**config.mk**
```make
export PLATFORM = sky130hd
export DESIGN_NAME = sram_like_bridge
export DESIGN_NICKNAME = d
export VERILOG_FILES = /design/src/rtl/sram_like_bridge.sv
export SDC_FILE = /design/constraint.sdc
export NUM_CORES = 1
export LEC_CHECK = 0
export ABC_AREA = 1
export BUFFER_PORTS_ARGS = -buffer_cell sky130_fd_sc_hd__buf_2
export CAP_MARGIN = 0
export CORE_AREA = 3 3 100 102
export CTS_CLUSTER_SIZE = 8
export DETAILED_ROUTE_END_ITERATION = 12
export DIE_AREA = 0 0 103 105
export PLACE_DENSITY = 0.86
export SYNTH_ARGS = -nofsm -noshare
export SYNTH_HDL_FRONTEND = slang
export SYNTH_SLANG_ARGS = --single-unit
```
**constraint.sdc**
```tcl
create_clock -name clk -period 3 [get_ports clk]
set_input_delay 0.15 -clock clk [delete_from_list [all_inputs] [get_ports clk]]
set_output_delay 0.15 -clock clk [all_outputs]
set_load 0.02 [all_outputs]
```
**src/rtl/sram_like_bridge.sv**
```systemverilog
// CPU sram-style request to SRAM-like bus (addr_ok/data_ok) bridge, one access in flight.
// Optional kseg0/kseg1 address stripping when SRAM_BRIDGE_ADDR_XLATE_EN is defined.
module sram_like_bridge #(
    parameter int ADDR_WIDTH = 32,
    parameter int DATA_WIDTH = 32
) (
    input  logic                    clk,
    input  logic                    rst,
    input  logic                    cpu_en,
    input  logic [DATA_WIDTH/8-1:0] cpu_wen,
    input  logic [ADDR_WIDTH-1:0]   cpu_addr,
    input  logic [DATA_WIDTH-1:0]   cpu_wdata,
    output logic [DATA_WIDTH-1:0]   cpu_rdata,
    output logic                    cpu_stall,
    output logic                    bus_req,
    output logic                    bus_wr,
    output logic [1:0]              bus_size,
    output logic [ADDR_WIDTH-1:0]   bus_addr,
    output logic [DATA_WIDTH-1:0]   bus_wdata,
    input  logic                    bus_addr_ok,
    input  logic                    bus_data_ok,
    input  logic [DATA_WIDTH-1:0]   bus_rdata
);
    localparam int STRB = DATA_WIDTH / 8;
    localparam int LSB  = $clog2(STRB);

    typedef enum logic [1:0] {S_IDLE, S_REQ, S_WAIT, S_RESP} state_t;

    state_t                  state_q, state_d;
    logic                    bus_wr_q, bus_wr_d;
    logic [1:0]              bus_size_q, bus_size_d;
    logic [ADDR_WIDTH-1:0]   bus_addr_q, bus_addr_d;
    logic [DATA_WIDTH-1:0]   bus_wdata_q, bus_wdata_d;
    logic [DATA_WIDTH-1:0]   cpu_rdata_q, cpu_rdata_d;

    logic                    wr;
    logic [LSB:0]            cnt;
    logic [LSB-1:0]          low;
    logic [1:0]              sz;
    logic [STRB-1:0]         shifted;
    logic                    contig;
    logic                    pow2;
    logic [1:0]              enc_size;
    logic [ADDR_WIDTH-1:0]   enc_addr;
    logic [ADDR_WIDTH-1:0]   xl_addr;

    // Byte-enable mask -> (size, low address bits); odd masks fall back to full width.
    always_comb begin
        wr  = |cpu_wen;
        cnt = '0;
        low = '0;
        sz  = '0;
        for (int i = 0; i < STRB; i++) begin
            if (cpu_wen[i]) begin
                cnt = cnt + (LSB+1)'(1);
            end
        end
        for (int i = STRB - 1; i >= 0; i--) begin
            if (cpu_wen[i]) begin
                low = LSB'(i);
            end
        end
        for (int i = 0; i <= LSB; i++) begin
            if (cnt[i]) begin
                sz = 2'(i);
            end
        end
        shifted  = cpu_wen >> low;
        contig   = ((shifted & (shifted + STRB'(1))) == '0);
        pow2     = ((cnt & (cnt - (LSB+1)'(1))) == '0);
        enc_size = 2'(LSB);
        enc_addr = cpu_addr;
        if (wr) begin
            if (contig && pow2) begin
                enc_size = sz;
                enc_addr = {cpu_addr[ADDR_WIDTH-1:LSB], low};
            end else begin
                enc_addr = {cpu_addr[ADDR_WIDTH-1:LSB], {LSB{1'b0}}};
            end
        end
    end

`ifdef SRAM_BRIDGE_ADDR_XLATE_EN
    generate
        if (ADDR_WIDTH == 32) begin : g_xlate
            always_comb begin
                xl_addr = enc_addr;
                if (enc_addr[31:30] == 2'b10) begin
                    xl_addr[31:29] = 3'b000;
                end
            end
        end else begin : g_pass
            assign xl_addr = enc_addr;
        end
    endgenerate
`else
    assign xl_addr = enc_addr;
`endif

    always_comb begin
        state_d     = state_q;
        bus_wr_d    = bus_wr_q;
        bus_size_d  = bus_size_q;
        bus_addr_d  = bus_addr_q;
        bus_wdata_d = bus_wdata_q;
        cpu_rdata_d = cpu_rdata_q;
        unique case (state_q)
            S_IDLE: begin
                if (cpu_en) begin
                    state_d     = S_REQ;
                    bus_wr_d    = wr;
                    bus_size_d  = enc_size;
                    bus_addr_d  = xl_addr;
                    bus_wdata_d = cpu_wdata;
                end
            end
            S_REQ: begin
                if (bus_addr_ok) begin
                    if (bus_data_ok) begin
                        state_d = S_RESP;
                        if (!bus_wr_q) begin
                            cpu_rdata_d = bus_rdata;
                        end
                    end else begin
                        state_d = S_WAIT;
                    end
                end
            end
            S_WAIT: begin
                if (bus_data_ok) begin
                    state_d = S_RESP;
                    if (!bus_wr_q) begin
                        cpu_rdata_d = bus_rdata;
                    end
                end
            end
            S_RESP: state_d = S_IDLE;
            default: state_d = S_IDLE;
        endcase
    end

    always_ff @(posedge clk or posedge rst) begin
        if (rst) begin
            state_q     <= S_IDLE;
            bus_wr_q    <= 1'b0;
            bus_size_q  <= '0;
            bus_addr_q  <= '0;
            bus_wdata_q <= '0;
            cpu_rdata_q <= '0;
        end else begin
            state_q     <= state_d;
            bus_wr_q    <= bus_wr_d;
            bus_size_q  <= bus_size_d;
            bus_addr_q  <= bus_addr_d;
            bus_wdata_q <= bus_wdata_d;
            cpu_rdata_q <= cpu_rdata_d;
        end
    end

    assign bus_req   = (state_q == S_REQ);
    assign bus_wr    = bus_wr_q;
    assign bus_size  = bus_size_q;
    assign bus_addr  = bus_addr_q;
    assign bus_wdata = bus_wdata_q;
    assign cpu_rdata = cpu_rdata_q;
    assign cpu_stall = cpu_en && (state_q != S_RESP);
endmodule
```
==> impl_metrics.csv <==
group,metric,value,unit
global_route,grt_pass1_vias,4028,
min_path,hold_depth,3,
pwr,power.leakage,3.42,nW
setup_path,critical_path_class,"flop to flop",
pwr,p_int,3.43,mW
setup_path,arrival,2620,ps
logic_synthesis,yosysSeqAreaShare,60.7,%
outcome,status,"finished, final reports clean",
global_route,grt_max_degree,70,
sta,slew_headroom,33.9,%
setup_path,end_kind,"flop",
routing,first_pass_iters,4,
finish,utilization,66.7,%
finish,area_delta_synth_final,47.2,%
pwr,p_sw_share,43.4,%
setup_path,worstRegToRegCells,4,
sta,period_minus_slack,2380,ps
finish,layout-drive-gt1-share,38.5,%
sta,finalSetupViolations,0,
logic_synthesis,synthCells,420,
finish,nets,803,
pwr,peakVddDrop,0.490,mV
floorplan,core_area,0.00920,mm^2
floorplan,io-pin-count,206,
global_route,grt_pass1_wl,18.3,mm
routing,drt-total-wl,11.7,mm
setup_path,worstSetupStartpointType,"flop",
logic_synthesis,synth_edf_count,0,
finish,diodes,0,
routing,drtIter0Drc,109,
logic_synthesis,synth.avg_cell_area,9.92,um^2
pwr,power_density,990,mW/mm^2
logic_synthesis,syn-num-nets,534,
floorplan,die_h,105,um
sta,finalHoldViolCount,0,
logic_synthesis,synth.most_common_cell,"nand2_1",
place,pre_cts_slack,661,ps
sta,setup_slack,622,ps
floorplan,die-area,0.0108,mm^2
min_path,hold_class,"primary input to flop",
place,port_buffers,205,
finish,multiInputGateArea,0.00148,mm^2
logic_synthesis,synth_ff_type,"dfrtp_1",
logic_synthesis,yosysTopAreaCellShare,60.7,%
floorplan,rows,35,
routing,route.detailed.drc,0,
sta,timing.fmax,421,MHz
routing,ant_nets,0,
logic_synthesis,post-synth-top-area-cell,"dfrtp_1",
logic_synthesis,syn_area,0.00417,mm^2
logic_synthesis,synth_seq_cells,101,
sta,rsz0062_at_grt,"false",
routing,num_vias,3803,
pwr,pwr-share-clk,13.3,%
setup_path,cp_max_fo,32,
pwr,combPwrFrac,47.7,%
clock_network,cts.clk_slew.worst_paths,100,ps
clock_network,numCtsBuffers,9,
place,dp_hpwl,7.56,mm
sta,setup_tns,0,ps
pwr,pwr-share-seq,39.0,%
routing,drt-vias-per-instance,4.72,
global_route,track_usage,21.4,%
floorplan,die_w,103,um
clock_network,cts_tree,"yes",
sta,min_period_over_period,79.3,%
logic_synthesis,async_reset_ff_share,100,%
setup_path,critPathRequiredTime,3240,ps
clock_network,cts.sinks,101,
sta,worstMarginPinSlew,989,ps
global_route,grt_overflow_total,0,
pwr,p_switching,2.64,mW
clock_network,clk_latency,360,ps
sta,clock_skew,11.7,ps
sta,slew_violations,0,
routing,wl_per_cell,14.5,um
logic_synthesis,synth_cell_types,28,
flow_run,maxCapViolations,0,
global_route,antenna_found_initial,0,
logic_synthesis,synth_warnings,0,
clock_network,root_buffer,"clkbuf_8",
floorplan,start_util,45.3,%
clock_network,htreeDepth,3,
clock_network,cts_buffer_depth,2,
place,gp_congestion,0.743,
logic_synthesis,synthTopCellsByArea,"dfrtp_1 61%, nand2_1 19%, mux2_2 7.8%",
finish,fill_cells,687,
logic_synthesis,synth_commonest_cells,"207 x nand2_1, 101 x dfrtp_1, 29 x mux2_2",
finish,regArea,0.00253,mm^2
==> kinds of logic (layout without fill, tap and decap cells) <==
family | count (synthesis) | count (layout) | share of synthesized area (%)
and+or+nand+nor | 228 | 228 | 21.4
DFF | 101 | 101 | 60.7
buffers and inverters | 35 | 309 | 3.90
muxes | 32 | 32 | 8.65
AOI/OAI and AO/OA | 14 | 14 | 2.40
adders and majority gates | 9 | 9 | 2.70
xor gates and xnor gates | 1 | 1 | 0.210
==> timing repair <==
item | CTS | global route
endpoints found under the setup margin | 0 | 0
hold buffers | 67 | 0
setup buffers | 0 | 0
endpoints found under the hold margin | 114 | 0
gates resized for setup | 0 | 0
==> power groups by stage <==
stage / registers [mW] / clock network [mW] / logic [mW]
finish: 2.37 / 0.807 / 2.89
global route: 2.44 / 0.885 / 3.15
CTS: 2.36 / 0.841 / 2.90
detailed placement: 2.37 / 0 / 2.83
global placement: 2.35 / 0 / 2.71
floorplan: 3.14 / 0 / 1.07
==> sequential cells by signal (all words and copies together) (netlist names) <==
name,flops
state_q,2
cpu_rdata,32
bus_wr,1
bus_addr,32
bus_wdata,32
bus_size,2
==> cell usage in the layout, fill, tap and decap left out, drive strengths merged <==
master	count
clkinvlp	2
nand2	211
o21a	1
nor2	8
o22ai	1
dfrtp	101
inv	20
nor3	1
nand3	6
nand4	2
a21oi	8
ha	9
dlygate4sd3	67
o211ai	1
mux2	32
o21ai	2
buf	208
a31oi	1
clkbuf	11
xnor2	1
clkinv	1
==> metrics by stage <==
| step | cell area (um^2) | instances | hold WS [ps] | total power, mW |
|---|---|---|---|---|
| after global placement | 5280 | 722 | 266 | 5.06 |
| after detailed placement | 5280 | 722 | 283 | 5.20 |
| after global routing | 6130 | 805 | 0.838 | 6.48 |
| after floorplan | 4170 | 420 | 260 | 4.21 |
| after CTS | 6130 | 805 | 0.309 | 6.09 |
| final | 6130 | 805 | 13.4 | 6.07 |
==> worst paths after layout <==
| check | startpoint | end | slack (ps) |
|---|---|---|---|
| max reg2reg | state_q[1] | cpu_rdata[30] | 620 |
| max | state_q[1] | cpu_rdata[30] | 620 |
| min reg2reg | bus_addr[24] | bus_addr[24] | 480 |
| max in group asynchronous | rst | bus_wdata[10] | 1860 |
| min | cpu_wdata[20] | bus_wdata[20] | 10 |
| min in group asynchronous | rst | bus_addr[18] | 440 |
==> per-layer routing <==
layer | track usage (%) | vias to the layer above | share of wire, %
li1 | - | 1838 | -
met1 | 23.1 | 1740 | 37
met2 | 37.8 | 184 | 51
met3 | 5.47 | 41 | 8.3
met4 | 10.5 | 0 | 3.7
met5 | 0 | - | 0
==> worst max-delay path: stages, from the launching register on <==
cell and delay, ps:
dfrtp_1 420, inv_1 110, ha_1 330, nand4_2 770, mux2_1 640
==> area by class of cell <==
type	count	area share [%]
clock buffers	11	2.31
clock inverters	5	0.714
inverters	18	1.14
multi-input cells	284	24.1
flip-flops and latches	101	41.2
well taps	111	2.27
repair buffers	275	28.2
(Power assumes the default switching activity.)
